[src/rtl/prog_loader.sv]
`timescale 1ns/1ps
// prog_loader
// UART program loader for the CPU's 16x8 instruction RAM. Receives a frame
// of SYNC_BYTE, DEPTH program bytes and a mod-256 checksum over an 8N1 line,
// writes the program bytes into the RAM one at a time and keeps the CPU in
// reset until a frame arrives whose checksum matches.
//
// Ports:
//   clk        system clock
//   rst        synchronous reset, active-low
//   uart_rx    asynchronous serial input, 8N1, idle high
//   mem_we     RAM write strobe, one-cycle pulse
//   mem_addr   RAM write address (held between writes)
//   mem_wdata  RAM write data (held between writes)
//   cpu_rst    active-low CPU reset, 0 = CPU held
//   busy       frame in progress
//   done       last frame loaded OK, sticky until next sync byte
//   err        last frame failed, sticky until next sync byte
module prog_loader #(
    parameter int         CLKS_PER_BIT = 234,
    parameter int         DEPTH        = 16,
    parameter int         ADDR_W       = 4,
    parameter logic [7:0] SYNC_BYTE    = 8'hA5,
    parameter int         TIMEOUT_BITS = 32
) (
    input  logic              clk,
    input  logic              rst,
    input  logic              uart_rx,
    output logic              mem_we,
    output logic [ADDR_W-1:0] mem_addr,
    output logic [7:0]        mem_wdata,
    output logic              cpu_rst,
    output logic              busy,
    output logic              done,
    output logic              err
);

    localparam int HALF_BIT = CLKS_PER_BIT / 2;
    localparam int CNT_W    = $clog2(CLKS_PER_BIT);
    localparam int TO_LIMIT = TIMEOUT_BITS * CLKS_PER_BIT;
    localparam int TO_W     = $clog2(TO_LIMIT);

    typedef enum logic [1:0] {R_IDLE, R_START, R_DATA, R_STOP} rx_state_t;
    typedef enum logic [1:0] {L_SYNC, L_DATA, L_SUM} ld_state_t;

    logic rx_meta, rx_s, rx_prev;

    rx_state_t        rx_state, rx_state_n;
    logic [CNT_W-1:0] clk_cnt, clk_cnt_n;
    logic [2:0]       bit_cnt, bit_cnt_n;
    logic [7:0]       shift, shift_n;
    logic             byte_valid, byte_valid_n;
    logic             frame_err, frame_err_n;

    ld_state_t         ld_state, ld_state_n;
    logic [ADDR_W-1:0] index, index_n;
    logic [7:0]        sum, sum_n;
    logic [TO_W-1:0]   to_cnt, to_cnt_n;
    logic              hold, hold_n;
    logic              mem_we_n, busy_n, done_n, err_n;
    logic [ADDR_W-1:0] mem_addr_n;
    logic [7:0]        mem_wdata_n;

    // Two-flop synchronizer for the serial line, plus one extra stage so the
    // receiver can see a falling edge. All stages reset to the idle level so
    // leaving reset never looks like a start bit.
    always_ff @(posedge clk) begin
        if (!rst) begin
            rx_meta <= 1'b1;
            rx_s    <= 1'b1;
            rx_prev <= 1'b1;
        end else begin
            rx_meta <= uart_rx;
            rx_s    <= rx_meta;
            rx_prev <= rx_s;
        end
    end

    // Receiver state register.
    always_ff @(posedge clk) begin
        if (!rst) begin
            rx_state   <= R_IDLE;
            clk_cnt    <= '0;
            bit_cnt    <= '0;
            shift      <= '0;
            byte_valid <= 1'b0;
            frame_err  <= 1'b0;
        end else begin
            rx_state   <= rx_state_n;
            clk_cnt    <= clk_cnt_n;
            bit_cnt    <= bit_cnt_n;
            shift      <= shift_n;
            byte_valid <= byte_valid_n;
            frame_err  <= frame_err_n;
        end
    end

    // Receiver next-state logic. The start bit is re-checked half a bit in
    // so short low glitches are dropped silently; every later sample then
    // lands near the middle of its bit.
    always_comb begin
        rx_state_n   = rx_state;
        clk_cnt_n    = clk_cnt;
        bit_cnt_n    = bit_cnt;
        shift_n      = shift;
        byte_valid_n = 1'b0;
        frame_err_n  = 1'b0;
        case (rx_state)
            R_IDLE: begin
                clk_cnt_n = '0;
                bit_cnt_n = '0;
                if (rx_prev && !rx_s) begin
                    rx_state_n = R_START;
                end
            end
            R_START: begin
                if (clk_cnt == CNT_W'(HALF_BIT - 1)) begin
                    clk_cnt_n  = '0;
                    rx_state_n = rx_s ? R_IDLE : R_DATA;
                end else begin
                    clk_cnt_n = clk_cnt + 1'b1;
                end
            end
            R_DATA: begin
                if (clk_cnt == CNT_W'(CLKS_PER_BIT - 1)) begin
                    clk_cnt_n = '0;
                    shift_n   = {rx_s, shift[7:1]};
                    bit_cnt_n = bit_cnt + 3'd1;
                    if (bit_cnt == 3'd7) begin
                        rx_state_n = R_STOP;
                    end
                end else begin
                    clk_cnt_n = clk_cnt + 1'b1;
                end
            end
            R_STOP: begin
                if (clk_cnt == CNT_W'(CLKS_PER_BIT - 1)) begin
                    clk_cnt_n    = '0;
                    byte_valid_n = rx_s;
                    frame_err_n  = !rx_s;
                    rx_state_n   = R_IDLE;
                end else begin
                    clk_cnt_n = clk_cnt + 1'b1;
                end
            end
            default: rx_state_n = R_IDLE;
        endcase
    end

    // Loader state register. cpu_rst is simply the inverse of the hold flag,
    // registered alongside it so it changes on the same edge as busy.
    always_ff @(posedge clk) begin
        if (!rst) begin
            ld_state  <= L_SYNC;
            index     <= '0;
            sum       <= '0;
            to_cnt    <= '0;
            hold      <= 1'b0;
            mem_we    <= 1'b0;
            mem_addr  <= '0;
            mem_wdata <= '0;
            busy      <= 1'b0;
            done      <= 1'b0;
            err       <= 1'b0;
            cpu_rst   <= 1'b0;
        end else begin
            ld_state  <= ld_state_n;
            index     <= index_n;
            sum       <= sum_n;
            to_cnt    <= to_cnt_n;
            hold      <= hold_n;
            mem_we    <= mem_we_n;
            mem_addr  <= mem_addr_n;
            mem_wdata <= mem_wdata_n;
            busy      <= busy_n;
            done      <= done_n;
            err       <= err_n;
            cpu_rst   <= !hold_n;
        end
    end

    // Loader next-state logic. Any failure (bad checksum, framing error or
    // inter-byte timeout) leaves hold set, so the CPU stays in reset over a
    // partially written RAM until a good frame arrives.
    always_comb begin
        ld_state_n  = ld_state;
        index_n     = index;
        sum_n       = sum;
        to_cnt_n    = to_cnt;
        hold_n      = hold;
        mem_we_n    = 1'b0;
        mem_addr_n  = mem_addr;
        mem_wdata_n = mem_wdata;
        busy_n      = busy;
        done_n      = done;
        err_n       = err;
        case (ld_state)
            L_SYNC: begin
                to_cnt_n = '0;
                if (byte_valid && shift == SYNC_BYTE) begin
                    hold_n     = 1'b1;
                    busy_n     = 1'b1;
                    done_n     = 1'b0;
                    err_n      = 1'b0;
                    index_n    = '0;
                    sum_n      = '0;
                    ld_state_n = L_DATA;
                end
            end
            L_DATA, L_SUM: begin
                if (frame_err || (!byte_valid && to_cnt == TO_W'(TO_LIMIT - 1))) begin
                    err_n      = 1'b1;
                    busy_n     = 1'b0;
                    ld_state_n = L_SYNC;
                end else if (byte_valid) begin
                    to_cnt_n = '0;
                    if (ld_state == L_DATA) begin
                        mem_we_n    = 1'b1;
                        mem_addr_n  = index;
                        mem_wdata_n = shift;
                        sum_n       = sum + shift;
                        index_n     = index + 1'b1;
                        if (index == ADDR_W'(DEPTH - 1)) begin
                            ld_state_n = L_SUM;
                        end
                    end else begin
                        busy_n     = 1'b0;
                        ld_state_n = L_SYNC;
                        if (shift == sum) begin
                            done_n = 1'b1;
                            hold_n = 1'b0;
                        end else begin
                            err_n = 1'b1;
                        end
                    end
                end else begin
                    to_cnt_n = to_cnt + 1'b1;
                end
            end
            default: ld_state_n = L_SYNC;
        endcase
    end

endmodule

[config.mk]
export PLATFORM = sky130hd
export DESIGN_NAME = prog_loader
export DESIGN_NICKNAME = d
export VERILOG_FILES = /design/src/rtl/prog_loader.sv
export SDC_FILE = /design/constraint.sdc
export NUM_CORES = 1
export LEC_CHECK = 0
export ABC_AREA = 1
export ABC_CLOCK_PERIOD_IN_PS = 2300
export CELL_PAD_IN_SITES_DETAIL_PLACEMENT = 1
export CELL_PAD_IN_SITES_GLOBAL_PLACEMENT = 2
export CORE_ASPECT_RATIO = 1.75
export CORE_MARGIN = 3
export CORE_UTILIZATION = 34
export DETAILED_ROUTE_END_ITERATION = 6
export GPL_ROUTABILITY_DRIVEN = 0
export GPL_TIMING_DRIVEN = 0
export PLACE_DENSITY_LB_ADDON = 0.12
export SYNTH_ARGS = -nofsm -noshare
export SYNTH_HDL_FRONTEND = slang
export SYNTH_SLANG_ARGS = --single-unit
[constraint.sdc]
create_clock -name clk -period 2.3 [get_ports clk]
set_input_delay 0.345 -clock clk [delete_from_list [all_inputs] [get_ports clk]]
set_output_delay 0.345 -clock clk [all_outputs]
set_load 0.1 [all_outputs]
==> reports/results.txt, run 1 <==
The first global-routing pass estimated 19820 um of wire. The routed wire length per instance works out to 16.34 um. The Yosys step of the flow raised 0 warnings. In this run the deepest clock path goes through 2 buffers. In this run the number of H-tree levels came out at 3. The die covers 0.01283 mm2. The largest single stage delay on the critical path is 1.15 ns.

Once placement completed, the tool counted placed cells totaling 707. The critical path is of the reg2out type. The number of ports placed on the die boundary is 20, and the final critical-path required period is 2.190 ns. For the data arrival time of the critical path, the log shows 1.85 ns. The flow ran to the end, and the final reports show no timing, DRC or antenna violations. The post-route clock period utilization works out to 0.9524. Worst hold slack: 0.4344 ns. The count of max-cap constraint violations came out at 0.

The run gives 0.1990 as the global-route usage over all layers. The worst path meets setup with 0.1095 ns of slack. The areal power density over the cells is 583.5 mW/mm2.

The worst max-slew margin expressed relative to the limit came out at 0.3512. The number of optimization iterations in the first detailed-route pass is 4, and the per-instance average area after synthesis is 7.010 um2. In this run the vertical extent of the chip is 147.6 um.

Mean number of vias per cell: 5.130. The worst-path maximum fanout was 2; the count of pins over their slew limit was 0. Once the clock tree was built, the setup fixing pass inserted 0 buffers. The count of cells in the finished layout, fillers not included, comes to 723. The final count of hold timing violations was 0; the total standard cell area after synthesis was 0.003897 mm2. The clock arrives with 0.003334 ns of skew.

In this run the horizontal extent of the chip is 86.94 um. Number of nets produced by synthesis: 579. The sink count of the clock tree was 71. Data on the critical path is required at its endpoint by 1.96 ns. The final routed wirelength across all metal layers is 11820 um, and the effective utilization at floorplan is 0.3490.

Synthesis instantiated 34 different standard cells from the library. Highest-delay cell along the critical path: sky130_fd_sc_hd__clkdlybuf4s50_1. Row generation in the floorplan step produced 51 rows. After the last flow step, the layout net total stands at 609. At the placement stage, the worst setup path has a slack of -0.001519 ns. Worst-margin pin slew: 0.9702 ns. The run gives 9 as the TritonCTS buffer count.

The run gives 3932 as the via count of the first global-routing pass. In this run the tool buffered the top-level ports with 19 buffer cells. The placeable core area came out at 0.01117 mm2. The total congestion overflow after global routing was 0. Synthesis produced 556 cells. Setup repair after global routing left no endpoint under its margin.

Clock-pin slew was measured on the worst setup and hold paths at 0.06 ns. The kind of capture point of the worst setup path was an output port. The number of antenna violations at the first check in global routing was 0; the peak supply drop was 0.3905 mV.

For the DRC violation count after routing, the log shows 0. Compared with the post-synthesis result, the final layout area differs by 16.24%. The count of nets left with antenna violations once routing finished came out at 0. The tools report the utilization after layout as 0.4057. TritonCTS built the clock tree.

The static leakage is 0.001703 uW. Master cell of the clock root buffer: sky130_fd_sc_hd__clkbuf_16. Largest delay contributor family on the critical path: buffers and inverters. The layout cell share with drive strength beyond 1 was 0.1066; the maximum achievable frequency was 0.4565 GHz.

The element type at the critical path start is a register. Entering global routing, the biggest net connects 13 pins. The HPWL after detailed placement is 9062 um. Setup violations remaining at the end of the flow were counted as 0. Classification of the worst-slack hold path: reg2reg.

The clock reaches the later pin of the worst-skew pair after 0.33 ns. The signal on the critical path passes through clkdlybuf4s50_1. The first routing iteration left 163 violations. After synthesis the netlist holds a flip-flop and latch count of 71. 0 antenna diodes ended up in the layout. The logs give 0 for the hold-fix buffer count after cts and 3709 for the routed via count. The register area share after synthesis was 0.3647; the critical path buffer and inverter count was 1.
registers in the layout (all words and copies together) (netlist names), named ones only:
| register | count |
|---|---|
| byte_valid | 1 |
| clk_cnt | 8 |
| bit_cnt | 3 |
| ld_state | 2 |
| sum | 8 |
| done | 1 |
| mem_addr | 4 |
| cpu_rst | 1 |
| to_cnt | 13 |
| shift | 8 |
| err | 1 |
| rx_meta | 1 |
| rx_s | 1 |
| mem_wdata | 8 |
| rx_prev | 1 |
| busy | 1 |
| rx_state | 1 |
| mem_we | 1 |
| frame_err | 1 |
| index | 4 |
synthesized netlist by cell type (all sizes together):
cell type / instances / area [um2]
nor2: 73 / 286.5
a21oi: 56 / 329.1
nand2: 152 / 645.6
nor4: 1 / 6.260
nor3: 7 / 35.03
clkinv: 1 / 3.750
a31oi: 2 / 12.51
ha: 19 / 237.7
and3: 2 / 12.51
nand4: 12 / 75.07
dfxtp: 71 / 1421
nand3: 55 / 290.3
buf: 5 / 43.79
xor2: 5 / 43.79
xnor2: 4 / 35.03
fa: 1 / 20.02
inv: 51 / 191.4
nand3b: 4 / 30.03
clkbuf: 11 / 41.29
nor3b: 2 / 15.01
or2: 5 / 31.28
o21ai: 15 / 75.07
o21bai: 2 / 15.01
through the flow:
stage          setup TNS, ns  cell area (um2)  total power [uW]
5_1_grt                    0             4531              2761
4_1_cts                    0             4529              2688
6_report                   0             4531              2644
3_3_place_gp               0             4253              1365
3_5_place_dp       -0.001519             4253              1368
2_1_floorplan              0             3897              1334
logic make-up after synthesis:
| kind of cell | after synthesis | synth area share |
|---|---|---|
| AND/OR/NAND/NOR | 313 | 0.3663 |
| AO/OA/AOI/OAI | 75 | 0.1108 |
| flip-flops | 71 | 0.3647 |
| buffers and inverters | 68 | 0.07191 |
| adder cells (fa/ha/maj) | 20 | 0.06613 |
| XOR/XNOR | 9 | 0.02022 |
report_power, final:
group,switching (uW),internal [uW],leakage [uW],total [uW]
logic,65.3,23.6,0.000998,88.9
registers,9.12,1240,0.000573,1250
clock network,548,758,0.000132,1310
routing by layer:
layer  global-route usage  part of all wire  vias to the layer above
li1                     -                 -                     1865
met1               0.2208              0.40                     1790
met2               0.3687              0.55                       35
met3              0.03291             0.020                       19
met4              0.07176             0.025                        0
met5                    0                 0                        -
cell type report:
class,count,area [um2]
Fill cell,1440,6636
Inverter,52,195.2
Timing Repair Buffer,19,190.2
Tap cell,132,165.2
Sequential cell,71,1421
Buffer,16,86.33
Clock buffer,11,242.7
Multi-Input combinational cell,417,2196
Clock inverter,5,33.78
path summary, 6_finish.rpt:
check / start / end / slack [ns] / depth (start not counted)
worst min register to register: rx_meta / rx_s / 0.43 / 1
worst max register to register: ld_state[0] / sum[1] / 0.20 / 9
worst min-delay path: rx_meta / rx_s / 0.43 / 1
worst max-delay path: mem_wdata[7] / mem_wdata[7] / 0.11 / 1
layout by cell type, fill, tap and decap left out, types with 2 or more instances in the layout:
| cell type | count |
|---|---|
| sky130_fd_sc_hd__nand2_1 | 134 |
| sky130_fd_sc_hd__dfxtp_1 | 71 |
| sky130_fd_sc_hd__nor2_1 | 70 |
| sky130_fd_sc_hd__nand3_1 | 52 |
| sky130_fd_sc_hd__inv_1 | 49 |
| sky130_fd_sc_hd__a21oi_1 | 45 |
| sky130_fd_sc_hd__ha_1 | 19 |
| sky130_fd_sc_hd__clkdlybuf4s50_1 | 19 |
| sky130_fd_sc_hd__o21ai_0 | 15 |
| sky130_fd_sc_hd__nand2_2 | 12 |
| sky130_fd_sc_hd__nand4_1 | 12 |
| sky130_fd_sc_hd__clkbuf_1 | 11 |
| sky130_fd_sc_hd__a21oi_2 | 10 |
| sky130_fd_sc_hd__clkbuf_16 | 9 |
| sky130_fd_sc_hd__nor3_1 | 7 |
| sky130_fd_sc_hd__nand2_4 | 6 |
| sky130_fd_sc_hd__or2_2 | 5 |
| sky130_fd_sc_hd__xor2_1 | 5 |
| sky130_fd_sc_hd__nand3b_1 | 4 |
| sky130_fd_sc_hd__xnor2_1 | 4 |
| sky130_fd_sc_hd__nand3_2 | 3 |
| sky130_fd_sc_hd__inv_2 | 2 |
| sky130_fd_sc_hd__buf_2 | 2 |
| sky130_fd_sc_hd__nor2_2 | 2 |
| sky130_fd_sc_hd__a31oi_1 | 2 |
| sky130_fd_sc_hd__and3_1 | 2 |
| sky130_fd_sc_hd__nor3b_1 | 2 |
| sky130_fd_sc_hd__o21bai_1 | 2 |
| sky130_fd_sc_hd__clkinvlp_4 | 2 |
| sky130_fd_sc_hd__clkinv_2 | 2 |
repair_timing:
item / in CTS / in global routing
endpoints found under the hold margin: 0 / 0
gates resized for setup: 0 / 2
endpoints found under the setup margin: 0 / 4
Note: power is estimated with default switching activity, not from simulation.
==> run 2, diff against run 1 <==
--- a/config.mk
+++ b/config.mk
@@ -10,7 +10,7 @@
 export CELL_PAD_IN_SITES_DETAIL_PLACEMENT = 1
 export CELL_PAD_IN_SITES_GLOBAL_PLACEMENT = 2
 export CORE_ASPECT_RATIO = 1.75
-export CORE_MARGIN = 3
+export CORE_MARGIN = 2
 export CORE_UTILIZATION = 34
 export DETAILED_ROUTE_END_ITERATION = 6
 export GPL_ROUTABILITY_DRIVEN = 0
==> reports/results.txt, run 2 (synthesis gave the netlist of run 1 again) <==
The run finished with clean final reports. Class of the most critical setup path: reg2out. Dividing the detail-routed via count by the number of cells gives 5.144.

TritonCTS built the clock tree. The wire-length estimate of the detail-placed layout is 9037 um. In the routed design, unresolved DRC markers number 0. The first detailed-routing pass took 4 iterations. In the layout the commonest cells are sky130_fd_sc_hd__nand2_1, sky130_fd_sc_hd__dfxtp_1, sky130_fd_sc_hd__nor2_1.

The via count of the first global-routing pass was 3905; the delay of the slowest cell on the worst path was 1.15 ns. The maximum count of clock buffers along a single path came out at 2. Summing all placed instances gives a cell area of 0.004253 mm2.

Leaving out fill and tap cells, the most frequent cell in the layout is sky130_fd_sc_hd__nand2_1. Summed over all cells, the static leakage comes to 0.001735 uW. Entering global routing, the biggest net connects 13 pins. The die covers 0.01237 mm2. The number of logic stages on the critical path including buffering is 1. In this run the power density over the cells is 645.6 mW/mm2. The die is 145.6 um tall. IR analysis of the VDD net gives a maximum drop of 0.4531 mV. The flip-flop count of the largest register after layout works out to 13. Compared with the post-synthesis result, the final layout area differs by 18.07%. The layer flagged by global routing as most heavily used is met2. The global-route track usage on met1 is 0.2254, and the sequential cell fraction of total power is 0.420.

In this run, placement finished with an instance count of 707. STA classifies the critical path endpoint as an output port. The run gives 20 as the number of ports placed on the die boundary.

Input and output buffers added on the ports amount to 19. The tools report the number of post-CTS setup repair buffers as 0. The cell depth of the worst min-delay path came out at 1. The tools report the number of antenna violations at the first check in global routing as 0.

For this run, the post-layout net count is 609. In this run the worst path has a maximum fanout of 2. Effective utilization at floorplan: 0.3490. The start of the worst register-to-register path was to_cnt[0]. The analysis attributes to net switching a power of 622.9 uW.

Setup violations remaining at the end of the flow were counted as 0. Final count of hold timing violations: 0. Once layout is done, the placed cells without fillers occupy 0.004602 mm2. The highest-delay cell along the critical path is sky130_fd_sc_hd__clkdlybuf4s50_1. The global-route usage over all layers was 0.2031; the worst clock skew on the final layout was 0.007071 ns. The met2 usage in global routing is 0.3787. STA classifies the critical path startpoint as a register. The tools report the share of power burned in the clock network as 0.550. 0 antenna diodes ended up in the layout. For the portion of total power attributed to combinational logic, the log shows 0.030.

For this run the aggregate overflow at the end of global routing stands at 0. The design draws 2971 uW. STA puts the critical path data required time at 1.96 ns. Traced cell by cell, the critical path runs through clkdlybuf4s50_1. For the floorplan row count, the log shows 51. Count of pins over their slew limit: 0.

The post-route clock period utilization is 0.9554, and the depth of the worst register-to-register path is 10. The layout cell share with drive strength beyond 1 was 0.1085; the clock input transition at the sequential cells of the worst setup and hold paths was 0.06 ns. Internal power comes to 2348 uW. The logs give 11930 um for the final routed wirelength across all metal layers and 19750 um for the wire length of the first global-routing pass. The clock latency of the later-clocked register in the worst-skew pair was 0.34 ns; the number of H-tree levels was 3. Hold timing on the final database bottoms out at a slack of 0.4166 ns. The floorplan step set the die width to 84.94 um. The switching portion of total power came out at 0.2097. The classification of the worst-slack hold path was reg2reg. For this block, the initial DRC count from the detailed router was 105. Setup repair after global routing left no endpoint under its margin. to_cnt holds more flip-flops than any other register. Static timing analysis puts the maximum clock frequency at 0.4551 GHz.

Grouping stages by cell kind, the critical path spends the most delay in buffers and inverters. Subtracting the final worst setup slack from the clock period gives 2.197 ns. For the pin with the worst max-slew slack, the measured transition is 0.9782 ns. Count of max-cap constraint violations: 0. Data on the critical path arrives at its endpoint at 1.85 ns.

The finished layout holds 722 standard cells, fillers aside. The tree is rooted in a sky130_fd_sc_hd__clkbuf_16. The layout has 1408 filler cells. For the post-detailed-route count of antenna-violating nets, the log shows 0.

The tools report the final setup TNS as 0 ns. The sink count of the clock tree is 71. The critical path buffer and inverter count was 1; the placeable core area was 0.01117 mm2. The logs give 0.02893 for the fraction of met3 tracks used by global routing and 0.3458 for the worst max-slew margin expressed relative to the limit. In the final routed layout, each cell accounts on average for 16.52 um.

The startpoint of the lowest-slack hold path was rx_meta. In this run the worst setup path begins at mem_wdata[0]. The logs give 9 for the TritonCTS buffer count and 3714 for the routed via count.
## run 2: cell count changes in the layout (fill, tap and decap cells not counted)
cell	delta
sky130_fd_sc_hd__clkbuf_1	-1
sky130_fd_sc_hd__clkinvlp_4	-1
sky130_fd_sc_hd__bufinv_16	+3
sky130_fd_sc_hd__clkinv_2	-2
sky130_fd_sc_hd__nor2_2	+1
sky130_fd_sc_hd__nor2_1	-1
## run 2: per-layer routing
metal	wire, um	up-vias
met5	0	-
met4	294	0
met3	253	19
met2	6525	53
met1	4851	1778
li1	-	1864
## run 2: through the flow
| step | setup WS [ns] | util |
|---|---|---|
| 4_1_cts | 0.08793 | 0.4118 |
| 5_1_grt | 0.04385 | 0.4121 |
| 2_1_floorplan | 0.5794 | - |
| 6_report | 0.1026 | 0.4121 |
| 3_5_place_dp | 0.04960 | 0.3808 |
| 3_3_place_gp | 0.04365 | 0.3808 |
## run 2: final cells by class
| type | instances | area [um2] | area share |
|---|---|---|---|
| plain buffers | 16 | 86.33 | 0.01876 |
| clock buffers | 10 | 239.0 | 0.05193 |
| clock inverters | 5 | 106.4 | 0.02311 |
| inverters | 52 | 195.2 | 0.04241 |
| multi-input cells | 417 | 2198 | 0.4777 |
| flip-flops and latches | 71 | 1421 | 0.3089 |
| well taps | 132 | 165.2 | 0.03589 |
| repair buffers | 19 | 190.2 | 0.04133 |
## run 2: path summary, 6_finish.rpt
check,to,slack [ns]
worst max-delay path,mem_wdata[0],0.10
worst min-delay path,rx_s,0.42
worst max register to register,sum[6],0.27
worst min register to register,rx_s,0.42
## run 2: timing repair
action / CTS / global route
hold buffers: 0 / 0
resized for setup: 0 / 3
endpoints found under the setup margin: 0 / 5
## run 2: power groups by stage
| stage | registers, uW | logic, uW | clock network (uW) |
|---|---|---|---|
| floorplan | 1280 | 53.8 | 0 |
| global placement | 1280 | 89.9 | 0 |
| detailed placement | 1280 | 92.1 | 0 |
| CTS | 1250 | 92.4 | 1670 |
| global route | 1250 | 104 | 1710 |
| finish | 1250 | 90.0 | 1630 |
==> run 3, diff against run 2 <==
--- a/config.mk
+++ b/config.mk
@@ -16,6 +16,8 @@
 export GPL_ROUTABILITY_DRIVEN = 0
 export GPL_TIMING_DRIVEN = 0
 export PLACE_DENSITY_LB_ADDON = 0.12
+export SKIP_CTS_REPAIR_TIMING = 1
 export SYNTH_ARGS = -nofsm -noshare
 export SYNTH_HDL_FRONTEND = slang
 export SYNTH_SLANG_ARGS = --single-unit
+export TNS_END_PERCENT = 5
==> results of run 3 <==
No change in the layout: final DEF, timing and power equal those of run 2.
==> edit 1: new RTL, settings of run 2 <==
The parameter `CLKS_PER_BIT` goes from 234 to 117.
--- a/src/rtl/prog_loader.sv
+++ b/src/rtl/prog_loader.sv
@@ -19,3 +19,3 @@
 module prog_loader #(
-    parameter int         CLKS_PER_BIT = 234,
+    parameter int         CLKS_PER_BIT = 117,
     parameter int         DEPTH        = 16,
Check against the original RTL: same outputs for any inputs over 10 cycles, from zero or initial values and one cycle with rst low; that may be too few to reach the edited logic, so the function may still have changed.
==> edit 1 against run 2 <==
- power down 9.0%
- critical endpoint unchanged
- global-route usage down 0.20 points
- setup slack worse by 5.7 ps
- worst hold slack worse by 1.3 ps
- synthesized cell count down 0.36%
- routed wire length down 5.2%
- design area down 4.3%
- sequential cell count down 2
- area after synthesis down 4.1%
- highest routed layer unchanged
==> edit 1: results (changes against run 2) <==
[status]
status=finished, final reports clean  ; unchanged

[placed_design]
postPlaceCellArea_um2=4091  ; was 4253 µm²
dp_hpwl_mm=8.806  ; was 9.037 mm
post-place-ws_ps=-164.9  ; was 49.60 ps

[synthesis]
synthesis.nets=577  ; was 579
syn_area_per_cell_um2=6.748  ; was 7.010 µm²
synth_area_leaders=dfxtp_1, nand2_1, a21oi_1  ; was dfxtp_1, nand2_1, nor2_1
synth_commonest_cells=nand2_1, dfxtp_1, nor2_1, a21oi_1, inv_1  ; was nand2_1, dfxtp_1, nor2_1, nand3_1, inv_1
ys_types=30  ; was 34
synth-adder-area-share=0.06894  ; was 0.06613
synth.yosys.seq_area_share=0.3695  ; was 0.3647

[detailed_routing]
dr.first_iter.drc_count=66  ; was 105
wire_per_inst_um=15.72  ; was 16.52 µm
drt_pass1_iterations=6  ; was 4
routed-wl-met2_mm=6.242  ; was 6.525 mm
via_per_inst=5.033  ; was 5.144
wl_met1_mm=4.699  ; was 4.851 mm

[cells_and_area]
drive_above_1_share=0.08149  ; was 0.1085
final_nets=607  ; was 609
final_cells=719  ; was 722
largest_reg_flops=12  ; was 13

[global_routing]
grt_use_met1=0.2184  ; was 0.2254
track_usage=0.2011  ; was 0.2031
grt_use_met2=0.3943  ; was 0.3787

[power]
ir_drop_v=0.0003901  ; was 0.0004531 V
p_leak_uw=0.001742  ; was 0.001735 µW

[sta]
fin_skew_ps=8.283  ; was 7.071 ps

-- edit 1: final cells by class --
type,count,area [µm²]
flip-flops and latches,69,1383
clock inverters,7,75.07
multi-input cells,408,2047
plain buffers,16,83.83
clock buffers,9,225.2
inverters,61,236.5
well taps,130,162.7
fillers,1379,6295
repair buffers,19,190.2
-- edit 1: worst paths after layout --
kind	cells past startpoint	from	slack [ps]	end
worst max-delay path	1	mem_wdata[0]	100	mem_wdata[0]
worst min register to register	1	rx_s	420	frame_err
worst min-delay path	1	rx_s	420	frame_err
worst max register to register	12	ld_state[1]	210	index[0]
-- edit 1: per-stage QoR --
stage / total power [µW] / hold WS [ps]
CTS: 2741 / 419.6
global placement: 1326 / 409.0
finish: 2704 / 415.3
detailed placement: 1330 / 408.3
floorplan: 1296 / 392.0
global route: 2802 / 450.6
-- edit 1: where the power goes --
| group | internal [µW] | switching (µW) | total (µW) |
|---|---|---|---|
| sequential | 1200 | 7.82 | 1210 |
| clock | 842 | 560 | 1400 |
| combinational | 23.1 | 65.6 | 88.7 |
==> edit 2: new RTL, flow settings as in run 2 <==
Made on the original files. The output `cpu_rst` loses its register stage (`cpu_rst` becomes a continuous assignment).
--- a/src/rtl/prog_loader.sv
+++ b/src/rtl/prog_loader.sv
@@ -164,3 +164,2 @@
             err       <= 1'b0;
-            cpu_rst   <= 1'b0;
         end else begin
@@ -177,5 +176,6 @@
             err       <= err_n;
-            cpu_rst   <= !hold_n;
         end
     end
+
+    assign cpu_rst = !hold_n;
 
Behaviour: not the same (a bounded check fails within 4 cycles, from zero or initial values and one cycle with rst low).
==> edit 2 against run 2 <==
- setup slack got worse by 68 ps
- routed wire length fell by 2.0%
- sequential cell count fell by 1
- non-clock buffer count up 9
- first-iteration DRC count decreased by 7.6%
- worst hold slack improved by 14 ps
- design area increased by 2.5%
- area after synthesis is 1.9% lower
Power is not compared: it rests on default switching activity, and its combinational part moved more than twofold at a synthesized area within 25%.
==> edit 2: results (changes against run 2) <==
[setup_path]
crit_slowest_cell=dfxtp_1  ; was clkdlybuf4s50_1
arrival_ps=1920  ; was 1850 ps
crit_path_max_incr_delay_ps=390  ; was 1150 ps
critPathMaxFanout=10  ; was 2

[cells_and_area]
drive_above_1_share=0.1367  ; was 0.1085
final_nets=618  ; was 609
fillers=1415  ; was 1408
largest-register=to_cnt  ; unchanged
largest_reg_flops=13  ; unchanged
antenna_cells=0  ; unchanged

[sta]
fin_skew_ps=6.187  ; was 7.071 ps
max_slew.worst_pin.slew_ps=979.6  ; was 978.2 ps

[clocking]
cts.path.max_buffers=2  ; unchanged
insertion_delay_ps=340  ; about the same
cts_buffers=9  ; unchanged
cts-root-buf=clkbuf_16  ; unchanged
path_clk_slew_ps=60  ; about the same
h-tree-depth=3  ; unchanged

[placed_design]
port_buffers=18  ; was 19
postPlaceCellArea_um2=4169  ; was 4253 µm²
dp_hpwl_mm=8.737  ; was 9.037 mm

[global_routing]
track_usage=0.2037  ; was 0.2031
grt_pass1_wl_mm=19.33  ; was 19.75 mm
antenna_found_initial=0  ; unchanged
grt_max_degree=13  ; unchanged
grt_pass1_vias=3915  ; was 3905

[power]
p_leak_uw=0.001757
ir_drop_v=0.0003506

[synthesis]
async_flop_share=0  ; unchanged
yosys_most_used_dff=dfxtp_1  ; unchanged
yosys_warnings=0  ; unchanged
synth.yosys.seq_area_share=0.3665  ; was 0.3647
ys_types=34  ; unchanged
synth_area_leaders=dfxtp_1, nand2_1, nand3_1  ; was dfxtp_1, nand2_1, nor2_1
synth_commonest_cells=nand2_1, dfxtp_1, nor2_1, nand3_1, a21oi_1  ; was nand2_1, dfxtp_1, nor2_1, nand3_1, inv_1

[status]
status=finished, final reports clean  ; unchanged

[detailed_routing]
drt_pass1_iterations=4  ; unchanged
finalWirelength_mm=11.68  ; was 11.93 mm
route.vias.total=3747  ; was 3714
dr.first_iter.drc_count=97  ; was 105

[hold_path]
hold_path.class=reg -> reg  ; unchanged

[edit 2: cell type report]
class                      count  area share
multi-input combinational    418      0.4808
sequential                    70      0.3039
timing repair buffer          28     0.05622
clock buffer                  11     0.05145
inverter                      52     0.04190
tap                          132     0.03500
buffer                        16     0.01830
clock inverter                 5     0.01246
[edit 2: routing by layer]
| layer | vias up | routed length, µm | global-route usage |
|---|---|---|---|
| li1 | 1881 | - | - |
| met5 | - | 0 | 0 |
| met2 | 29 | 6484 | 0.3918 |
| met3 | 14 | 140 | 0.02055 |
| met1 | 1823 | 4861 | 0.2273 |
| met4 | 0 | 196 | 0.07725 |
[edit 2: cell families (layout without fill, tap and decap cells)]
kind of cell	Yosys count	in the layout	share of synthesized area
compound gates	77	77	0.1083
xor+xnor	9	9	0.02061
fa+ha+maj	20	20	0.06741
buf+inv	68	112	0.07363
flops	70	70	0.3665
simple gates	312	312	0.3635
[edit 2: metrics by stage]
stage	std cells	utilization	setup WS, ps	total power (µW)
finish	732	0.4274	35.03	2949
detailed placement	706	0.3776	-762.0	1561
global route	732	0.4274	-48.93	3051
CTS	726	0.4196	0.2138	2993
global placement	706	0.3776	-740.6	1556
floorplan	556	-	54.97	1472
[edit 2: critical path, delay by kind of cell, from the launching register on]
family / cells / cell delay [ps]
buffers and inverters: 3 / 570
DFF: 1 / 390
and+or+nand+nor: 3 / 260
adders and majority gates: 1 / 370
[edit 2: power breakdown]
part | leakage, µW | internal (µW) | switching (µW)
clock network | 0.000142 | 869 | 554
logic | 0.00104 | 68.9 | 216
registers | 0.000573 | 1220 | 17.6
[edit 2: final timing paths]
check / startpoint / to / slack [ps] / cells past startpoint
worst max-delay path: ld_state[0] / cpu_rst / 40 / 7
worst max register to register: ld_state[0] / sum[3] / 200 / 11
worst min register to register: rx_meta / rx_s / 430 / 1
worst min-delay path: rx_meta / rx_s / 430 / 1
[edit 2: repair_timing]
item | CTS | global route
endpoints found under the hold margin | 0 | 0
buffers inserted | 4 | 6
hold buffers | 0 | 0
resized for setup | 34 | 14
setup endpoints to repair | 1 | 1
pin swaps | 3 | 11
